==> src/rtl/alu_pkg.sv <==
// Shared definitions for the sequential ALU.
// Contents:
//   OPW      - opcode field width
//   opcode_t - operation encodings
//   state_t  - control FSM states (also visible on the dbg_state port)
package alu_pkg;

    localparam int OPW = 4;

    typedef enum logic [OPW-1:0] {
        OP_ADD  = 4'd0,
        OP_SUB  = 4'd1,
        OP_AND  = 4'd2,
        OP_OR   = 4'd3,
        OP_XOR  = 4'd4,
        OP_SHL  = 4'd5,
        OP_SHR  = 4'd6,
        OP_PASS = 4'd7,
        OP_ADC  = 4'd8,
        OP_SBB  = 4'd9,
        OP_ROL  = 4'd10,
        OP_ROR  = 4'd11,
        OP_ASR  = 4'd12,
        OP_MUL  = 4'd13,
        OP_CMP  = 4'd14,
        OP_RSV  = 4'd15
    } opcode_t;

    typedef enum logic [1:0] {
        ST_IDLE = 2'd0,
        ST_EXEC = 2'd1,
        ST_MUL  = 2'd2,
        ST_DONE = 2'd3
    } state_t;

endpackage

==> src/rtl/alu_mul_seq.sv <==
// Radix-2 shift-add unsigned multiplier, one partial product per cycle.
// Ports:
//   clk, rst   - clock, asynchronous active-high reset
//   start      - load operands a/b and begin (one-cycle pulse)
//   a, b       - operands, registered on start
//   done       - one-cycle pulse when product is final (WIDTH cycles after start)
//   product    - {hi, lo} product, held until the next start
module alu_mul_seq #(
    parameter int WIDTH = 8
) (
    input  logic               clk,
    input  logic               rst,
    input  logic               start,
    input  logic [WIDTH-1:0]   a,
    input  logic [WIDTH-1:0]   b,
    output logic               done,
    output logic [2*WIDTH-1:0] product
);

    localparam int CW = $clog2(WIDTH + 1);

    logic [WIDTH-1:0] mcand;
    logic [WIDTH-1:0] hi;
    logic [WIDTH-1:0] lo;
    logic [CW-1:0]    cnt;
    logic             busy;
    logic [WIDTH:0]   partial;

    // lo starts as the multiplier and fills with product bits from the top
    // as the accumulator shifts right each step.
    assign partial = {1'b0, hi} + (lo[0] ? {1'b0, mcand} : '0);
    assign product = {hi, lo};

    always_ff @(posedge clk or posedge rst) begin
        if (rst) begin
            mcand <= '0;
            hi    <= '0;
            lo    <= '0;
            cnt   <= '0;
            busy  <= 1'b0;
            done  <= 1'b0;
        end else begin
            done <= 1'b0;
            if (start) begin
                mcand <= a;
                hi    <= '0;
                lo    <= b;
                cnt   <= CW'(WIDTH);
                busy  <= 1'b1;
            end else if (busy) begin
                {hi, lo} <= {partial, lo[WIDTH-1:1]};
                cnt      <= cnt - CW'(1);
                if (cnt == CW'(1)) begin
                    busy <= 1'b0;
                    done <= 1'b1;
                end
            end
        end
    end

endmodule

==> src/rtl/seq_alu.sv <==
// Sequential ALU with valid/ready request and response handshakes.
// Handshake: a transfer happens on a rising edge where valid && ready; the
// producer holds its payload stable while valid is high and ready is low.
// Ports:
//   clk, rst              - clock, asynchronous active-high reset
//   in_valid/in_ready     - request handshake; a, b, opcode sampled on accept
//   out_valid/out_ready   - response handshake; outputs held while stalled
//   result, result_hi     - result (low half for MUL), high half for MUL
//   carry..negative       - status flags
//   dbg_state             - current FSM state (alu_pkg::state_t encoding)
module seq_alu
    import alu_pkg::*;
#(
    parameter int WIDTH  = 8,
    parameter int MUL_EN = 1
) (
    input  logic             clk,
    input  logic             rst,
    input  logic             in_valid,
    output logic             in_ready,
    input  logic [WIDTH-1:0] a,
    input  logic [WIDTH-1:0] b,
    input  logic [OPW-1:0]   opcode,
    output logic             out_valid,
    input  logic             out_ready,
    output logic [WIDTH-1:0] result,
    output logic [WIDTH-1:0] result_hi,
    output logic             carry,
    output logic             borrow,
    output logic             zero,
    output logic             overflow,
    output logic             negative,
    output logic [1:0]       dbg_state
);

    localparam int MSB = WIDTH - 1;

    state_t           state, state_nxt;
    opcode_t          op_q;
    logic [WIDTH-1:0] a_q, b_q;
    logic             cst, bst;
    logic             accept, is_mul, mul_start, mul_done;
    logic [2*WIDTH-1:0] mul_prod;

    logic [WIDTH:0]   sum, diff;
    logic [WIDTH-1:0] alu_res;
    logic             alu_c, alu_b, alu_v, alu_z, alu_n, alu_upd;

    assign accept    = in_valid && in_ready;
    assign is_mul    = (MUL_EN != 0) && (opcode_t'(opcode) == OP_MUL);
    assign dbg_state = state;

    // State register
    always_ff @(posedge clk or posedge rst) begin
        if (rst) state <= ST_IDLE;
        else     state <= state_nxt;
    end

    // Next-state logic
    always_comb begin
        state_nxt = state;
        case (state)
            ST_IDLE: if (accept) state_nxt = is_mul ? ST_MUL : ST_EXEC;
            ST_EXEC: state_nxt = ST_DONE;
            ST_MUL:  if (mul_done) state_nxt = ST_DONE;
            ST_DONE: if (out_ready) state_nxt = ST_IDLE;
            default: state_nxt = ST_IDLE;
        endcase
    end

    // FSM outputs; in_ready drops combinationally with rst
    always_comb begin
        in_ready  = (state == ST_IDLE) && !rst;
        out_valid = (state == ST_DONE);
        mul_start = (state == ST_IDLE) && accept && is_mul;
    end

    // Non-MUL datapath, evaluated from the registered request during EXEC.
    // ADC/SBB consume the stored carry/borrow; CMP subtracts without it.
    always_comb begin
        sum     = {1'b0, a_q} + {1'b0, b_q} + (WIDTH + 1)'(op_q == OP_ADC ? cst : 1'b0);
        diff    = {1'b0, a_q} - {1'b0, b_q} - (WIDTH + 1)'(op_q == OP_SBB ? bst : 1'b0);
        alu_res = '0;
        alu_c   = 1'b0;
        alu_b   = 1'b0;
        alu_v   = 1'b0;
        alu_upd = 1'b0;
        case (op_q)
            OP_ADD, OP_ADC: begin
                alu_res = sum[MSB:0];
                alu_c   = sum[WIDTH];
                alu_v   = (a_q[MSB] == b_q[MSB]) && (sum[MSB] != a_q[MSB]);
                alu_upd = 1'b1;
            end
            OP_SUB, OP_SBB, OP_CMP: begin
                alu_res = (op_q == OP_CMP) ? a_q : diff[MSB:0];
                alu_b   = diff[WIDTH];
                alu_c   = ~diff[WIDTH];
                alu_v   = (a_q[MSB] != b_q[MSB]) && (diff[MSB] != a_q[MSB]);
                alu_upd = 1'b1;
            end
            OP_AND:  alu_res = a_q & b_q;
            OP_OR:   alu_res = a_q | b_q;
            OP_XOR:  alu_res = a_q ^ b_q;
            OP_PASS: alu_res = a_q;
            OP_SHL: begin
                alu_res = {a_q[MSB-1:0], 1'b0};
                alu_c   = a_q[MSB];
                alu_upd = 1'b1;
            end
            OP_ROL: begin
                alu_res = {a_q[MSB-1:0], a_q[MSB]};
                alu_c   = a_q[MSB];
                alu_upd = 1'b1;
            end
            OP_SHR: begin
                alu_res = {1'b0, a_q[MSB:1]};
                alu_c   = a_q[0];
                alu_upd = 1'b1;
            end
            OP_ROR: begin
                alu_res = {a_q[0], a_q[MSB:1]};
                alu_c   = a_q[0];
                alu_upd = 1'b1;
            end
            OP_ASR: begin
                alu_res = {a_q[MSB], a_q[MSB:1]};
                alu_c   = a_q[0];
                alu_upd = 1'b1;
            end
            default: ; // reserved (and MUL when MUL_EN=0): all zero
        endcase
        // CMP reports the subtraction's zero/sign, not those of the passed-through a
        alu_z = (op_q == OP_CMP) ? (diff[MSB:0] == '0) : (alu_res == '0);
        alu_n = (op_q == OP_CMP) ? diff[MSB] : alu_res[MSB];
    end

    // Request capture, result/flag registers and stored carry/borrow
    always_ff @(posedge clk or posedge rst) begin
        if (rst) begin
            a_q       <= '0;
            b_q       <= '0;
            op_q      <= OP_ADD;
            result    <= '0;
            result_hi <= '0;
            carry     <= 1'b0;
            borrow    <= 1'b0;
            zero      <= 1'b0;
            overflow  <= 1'b0;
            negative  <= 1'b0;
            cst       <= 1'b0;
            bst       <= 1'b0;
        end else begin
            if (state == ST_IDLE && accept) begin
                a_q  <= a;
                b_q  <= b;
                op_q <= opcode_t'(opcode);
            end
            if (state == ST_EXEC) begin
                result    <= alu_res;
                result_hi <= '0;
                carry     <= alu_c;
                borrow    <= alu_b;
                zero      <= alu_z;
                overflow  <= alu_v;
                negative  <= alu_n;
                if (alu_upd) begin
                    cst <= alu_c;
                    bst <= alu_b;
                end
            end
            if (state == ST_MUL && mul_done) begin
                result    <= mul_prod[WIDTH-1:0];
                result_hi <= mul_prod[2*WIDTH-1:WIDTH];
                carry     <= 1'b0;
                borrow    <= 1'b0;
                zero      <= (mul_prod == '0);
                overflow  <= (mul_prod[2*WIDTH-1:WIDTH] != '0);
                negative  <= mul_prod[2*WIDTH-1];
            end
        end
    end

    generate
        if (MUL_EN != 0) begin : g_mul
            alu_mul_seq #(.WIDTH(WIDTH)) u_mul (
                .clk     (clk),
                .rst     (rst),
                .start   (mul_start),
                .a       (a),
                .b       (b),
                .done    (mul_done),
                .product (mul_prod)
            );
        end else begin : g_no_mul
            assign mul_done = 1'b0;
            assign mul_prod = '0;
        end
    endgenerate

endmodule

==> config.mk <==
export PLATFORM = sky130hd
export DESIGN_NAME = seq_alu
export DESIGN_NICKNAME = d
export VERILOG_FILES = /design/src/rtl/alu_pkg.sv /design/src/rtl/alu_mul_seq.sv /design/src/rtl/seq_alu.sv
export SDC_FILE = /design/constraint.sdc
export NUM_CORES = 1
export LEC_CHECK = 0
export ABC_AREA = 1
export CAP_MARGIN = 40
export CELL_PAD_IN_SITES_DETAIL_PLACEMENT = 1
export CELL_PAD_IN_SITES_GLOBAL_PLACEMENT = 2
export CORE_ASPECT_RATIO = 1.1
export CORE_MARGIN = 1
export CORE_UTILIZATION = 33
export DETAILED_ROUTE_END_ITERATION = 12
export PLACE_DENSITY_LB_ADDON = 0.15
export SYNTH_ARGS = -nofsm -noshare
export SYNTH_HDL_FRONTEND = slang
export SYNTH_SLANG_ARGS = --single-unit
==> constraint.sdc <==
create_clock -name clk -period 2.8 [get_ports clk]
set_input_delay 0.28 -clock clk [delete_from_list [all_inputs] [get_ports clk]]
set_output_delay 0.28 -clock clk [all_outputs]
set_load 0.005 [all_outputs]
Yosys cells after proc, flatten, opt, wreduce, memory -nomap -nowiden. Cells that the tools add are included.

Register bits: 75. Output and inout bits: 25. Word-level logic and storage cells: 119.

Add/sub/neg operators: 6. Equality and inequality tests: 25. Mux-type cells: 42. Bitwise operators: 4. Reductions and logical operators: 23.

Operator list (count): 8-bit one-hot mux with 11 select lines (1); 8-bit 2-to-1 mux (10); 4-bit equality test, second input constant (7); 1-bit 2-to-1 mux (22); 4-bit by 3-bit equality test with 1-bit output, second input constant (4); 16-bit zero test (1); 8-bit zero test (2); 10-bit OR reduction (1); 8-bit by 8-bit adder with 9-bit output (1); 8-bit by 9-bit adder with 9-bit output (1); 9-bit by 1-bit adder with 9-bit output (1); 8-bit by 8-bit subtractor with 9-bit output (1); 9-bit by 1-bit subtractor with 9-bit output (1); 8-bit bitwise AND (1); 4-bit by 1-bit equality test with 1-bit output, second input constant (2); 4-bit by 2-bit equality test with 1-bit output, second input constant (2); 2-bit 2-to-1 mux (4); 4-bit 2-to-1 mux (2); 8-bit OR (1); 2-bit one-hot mux with 4 select lines (1); 8-bit nonzero test (1); 8-bit bitwise XOR (1); 1-bit logical AND (7); 3-bit OR reduction (2); 17 further kinds (23).

Depth between registers and ports, before layout.
Depth in word-level cells: 9. Depth in mapped cells: 23. Gate-level depth less buffers: 23.

Cells and area by module. A second synthesis with hierarchy kept.

Cell total of the unflattened synthesis: 782. Area total of the unflattened synthesis: 5431.5 um^2.

By module, submodules not included: seq_alu (times used 1, cells an instance 575, area each 3781.1 um^2, seq. area each 1126.1 um^2); alu_mul_seq (times used 1, cells an instance 207, area each 1650.3 um^2, seq. area each 750.7 um^2).

Worst setup path after synthesis. No wires, ideal clock.

Path kind: reg-to-reg. From: register op_q[2]. To: register zero. Library setup time: 0.066 ns. Data arrival time: 2.425 ns. Required time: 2.734 ns. Setup slack: 0.309 ns. Cell stages (with the launch flop): 18. Cells stage by stage: dfrtp_1 > inv_2 > nand2_2 > inv_2 > nand3_1 > fa_1 > fa_1 > nor2_1 > o211ai_1 > nand3_1 > nand3_1 > nor2_1 > nand2_1 > nor2_1 > nand3_1 > nand2_1 > nand2_1 > nand2_1.

Cells in the longest elaborated chain, start to end: 9. Elaborated cells on any way between the ends: 27. Classes of those cells: add/sub (2); eq/ne (13); mux (7); reduce/logical (5).

RTL lines: start: declaration (line seq_alu.sv:39) `opcode_t op_q;`; start signal: assignment (line seq_alu.sv:157) `op_q <= opcode_t'(opcode);`; 4-bit equality test (line seq_alu.sv:82, seq_alu.sv:88); 1-bit 2-to-1 mux (line seq_alu.sv:82) `diff = {1'b0, a_q} - {1'b0, b_q} - (WIDTH + 1)'(op_q == OP_SBB ? bst : 1'b0);`; 9-bit by 1-bit subtractor with 9-bit output (line seq_alu.sv:82); 8-bit 2-to-1 mux (line seq_alu.sv:96) `alu_res = (op_q == OP_CMP) ? a_q : diff[MSB:0];`; 8-bit one-hot mux with 11 select lines (line seq_alu.sv:88) `case (op_q)`; 8-bit zero test (line seq_alu.sv:134) `alu_z = (op_q == OP_CMP) ? (diff[MSB:0] == '0) : (alu_res == '0);`; 1-bit 2-to-1 mux * (line seq_alu.sv:134); 1-bit 2-to-1 mux * (line seq_alu.sv:159) `if (state == ST_EXEC) begin`; 1-bit 2-to-1 mux * (line seq_alu.sv:172) `if (state == ST_MUL && mul_done) begin`; end signal: assignment (line seq_alu.sv:164) `zero <= alu_z;`; end signal: assignment (line seq_alu.sv:177) `zero <= (mul_prod == '0);`; end: declaration (line seq_alu.sv:30) `output logic zero,`.

Mark *: on every way between the ends. The rest lies on a longest branch, timed or not. The select of a mux whose other input is x is not followed. A chain may end at the register's enable or synchronous reset.

Worst setup path after layout.
From: register op_q[1]. To: register zero.

Same word-level chain as after synthesis.

==> results.json <==
{
  "path_max_fanout": 2,
  "max_cap_viol_count": 0,
  "gp_congestion": 0.881,
  "finClkSkew_ns": 0.00785,
  "antennaDiodeCount": 0,
  "ctsLongestPathBuffers": 2,
  "initial_utilization_pct": 33.7,
  "p_leak_nw": 3.58,
  "finalSetupViolations": 1,
  "dpl-instance-area_sq_mm": 0.00631,
  "final.min_clock_period_ns": 2.82,
  "drive_gt1_share_pct": 16.7,
  "ys_ff_latch": 75,
  "max_stage_delay_ns": 0.58,
  "grt_pass1_wl_microns": 30400,
  "rows": 48,
  "power.total_mw": 9.72,
  "cp_data_arrival_time_ns": 3.09,
  "final_max_slew_viol_count": 0,
  "antenna_found_initial": 0,
  "violations": "negative setup slack",
  "timing.final.crit_share_pct": 101,
  "crit_slowest_cell": "fa_2",
  "hpwl_microns": 15500,
  "final_area_sq_mm": 0.00695,
  "first_iter_violations": 207,
  "syn_inst": 739,
  "root_buffer": "clkbuf_16",
  "synthFlopType": "dfrtp_1",
  "crit_required_ns": 3.06,
  "synth_edf_count": 0,
  "fin_nets": 917,
  "fin_util_pct": 44.3,
  "vias": 5232,
  "io_pins": 49,
  "yosysMostFrequentCell": "nand2_1",
  "yosysTopAreaCell": "dfrtp_1",
  "status": "finished, violations left",
  "cpMostUsedCell": "nand2_2",
  "synth_area_leaders": "dfrtp_1 (35%), nand2_1 (15%), ha_1 (11%)",
  "syn-num-nets": 813,
  "maxSlewHeadroom_pct": 51.5,
  "finalNonFillerCells": 1048,
  "yosys-top-cells-count": "nand2_1 (212), inv_1 (129), dfrtp_1 (75)",
  "numCtsBuffers": 9,
  "syn_to_final_growth_pct": 31.3,
  "cp_cell_sequence": "buf_6 > nor2_4 > nand3_4 > fa_2 > ha_4 > inv_2 > nand2_2 > nand2_2 > nand2_2 > nand2_2 > nand2_2 > nand2_2 > buf_6 > nand3_2 > nand2_2 > nor2_4 > nand2_1 > nor2_1 > nand3_1 > nand2_1 > nand2_1 > nand2_1",
  "synth_cell_types": 36,
  "synthArstFlopShare_pct": 100,
  "avgSynthCellArea_sq_um": 7.16,
  "setup_ws_ns": -0.0209,
  "cts_sinks": 75,
  "clk_pin_slew_ns": 0.06,
  "fin_hold_ws_ns": 0.328,
  "wl_per_cell_microns": 18.4,
  "irDropWorstVdd_uv": 420,
  "min_path_type": "primary input to async pin",
  "htreeDepth": 3,
  "end_kind": "register",
  "viasPerCell": 4.99,
  "drtAntennaViolNets": 0,
  "fmax_mhz": 354,
  "path_class": "register to register",
  "clk_latency_ns": 0.33,
  "io_buffer_count": 48,
  "gr-usage-all-layers_pct": 24.6,
  "hold_violations": 0,
  "synth-warning-count": 0,
  "rsz0062_at_grt": "yes",
  "synth_seq_area_share_pct": 35.5,
  "cp_top_family": "simple AND/OR/NAND/NOR gates",
  "powerDensity_mw_per_mm2": 1400,
  "drc": 0,
  "gr-total-overflow": 0,
  "tritoncts": "built",
  "fp.dieW_microns": 123,
  "grt_start_max_net_pins": 49,
  "worst_pin_slew_ns": 0.725,
  "coreArea_sq_mm": 0.0157,
  "cts_hold_buf": 0,
  "grt_pass1_vias": 5656,
  "worst_setup_path_start_kind": "register",
  "routed_wl_microns": 19300,
  "path_buf_inv": 3,
  "dieArea_sq_mm": 0.0165,
  "synth_top_area_share_pct": 35.5,
  "first_pass_iters": 5,
  "dp.cells": 1019,
  "synthesis.area_sq_mm": 0.00529,
  "die_height_microns": 135
}
==> layer usage <==
layer | track usage (%) | wire length, microns | vias up | part of all wire, %
li1 | - | - | 2558 | -
met1 | 29.8 | 8460 | 2578 | 44
met2 | 44.0 | 9820 | 70 | 51
met3 | 3.17 | 484 | 26 | 2.5
met4 | 9.21 | 563 | 0 | 2.9
met5 | 0 | 0 | - | 0
==> state kept, by name, summed over array words and instances (netlist names) <==
register,flops
a_q,8
b_q,8
borrow,1
bst,1
carry,1
cst,1
dbg_state,2
g_mul.u_mul.busy,1
g_mul.u_mul.cnt,4
g_mul.u_mul.done,1
g_mul.u_mul.hi,8
g_mul.u_mul.lo,8
g_mul.u_mul.mcand,8
negative,1
op_q,4
overflow,1
result,8
result_hi,8
zero,1
==> layout by cell type (no fill, tap or decap), types with 3 or more instances in the layout <==
cell	n
ha_1	43
a21oi_1	20
nor2_2	7
dfrtp_1	75
nand2_2	10
fa_2	4
nor3_1	4
inv_1	124
nand3_1	34
clkdlybuf4s50_1	48
nor2_4	5
buf_6	4
o221ai_1	8
or2_2	5
a22oi_1	5
clkbuf_16	9
o211ai_1	4
nor2_1	44
o21ai_1	4
nand2_1	203
o21ai_0	56
buf_4	54
inv_2	9
nand2_4	5
nand3b_1	3
nand3_2	11
o22ai_1	14
nand4_1	7
==> cell type report <==
class                           instances  area [sq um]
Tap cell                              200           250
Sequential cell                        75          1880
Clock inverter                          6          90.1
Timing Repair Buffer                  107           951
Multi-Input combinational cell        515          3040
Fill cell                            1976          8730
Inverter                              135           508
Clock buffer                           10           229
==> power breakdown <==
part           internal [mW]  switching (mW)
Sequential              1.46           0.308
Combinational           2.74            3.97
Clock                  0.782           0.459
Total                   4.98            4.74
==> kinds of logic after synthesis <==
group           share of synthesized area [%]
buf+inv                                  10.8
simple gates                             27.6
flops                                    35.5
compound gates                           13.1
xor+xnor                                0.497
fa+ha+maj                                12.5
==> repair_timing <==
action	in CTS	in global routing
endpoints found under the setup margin	3	7
pin swaps	16	23
setup buffers	10	3
cloned	0	0
gates resized for setup	28	28
hold endpoints to repair	0	0
==> worst paths after layout <==
path                                     end          from  depth (start not counted)  slack (ns)
worst max-delay path                    zero       op_q[1]                         22       -0.02
max in group asynchronous                bst           rst                          3        1.82
worst min register to register  result_hi[7]  result_hi[7]                          2        0.48
worst min-delay path                 op_q[2]           rst                          2        0.33
min in group clk                result_hi[7]  result_hi[7]                          2        0.48
worst max register to register          zero       op_q[1]                         22       -0.02
==> metrics by stage <==
step	worst slack (ns)	TNS (ns)
3_5_place_dp	-0.237	-0.323
4_1_cts	0.00135	0
2_1_floorplan	0.309	0
6_report	-0.0209	-0.0209
3_3_place_gp	-0.179	-0.236
5_1_grt	-0.146	-0.371
Power figures use the tool's default switching activity.
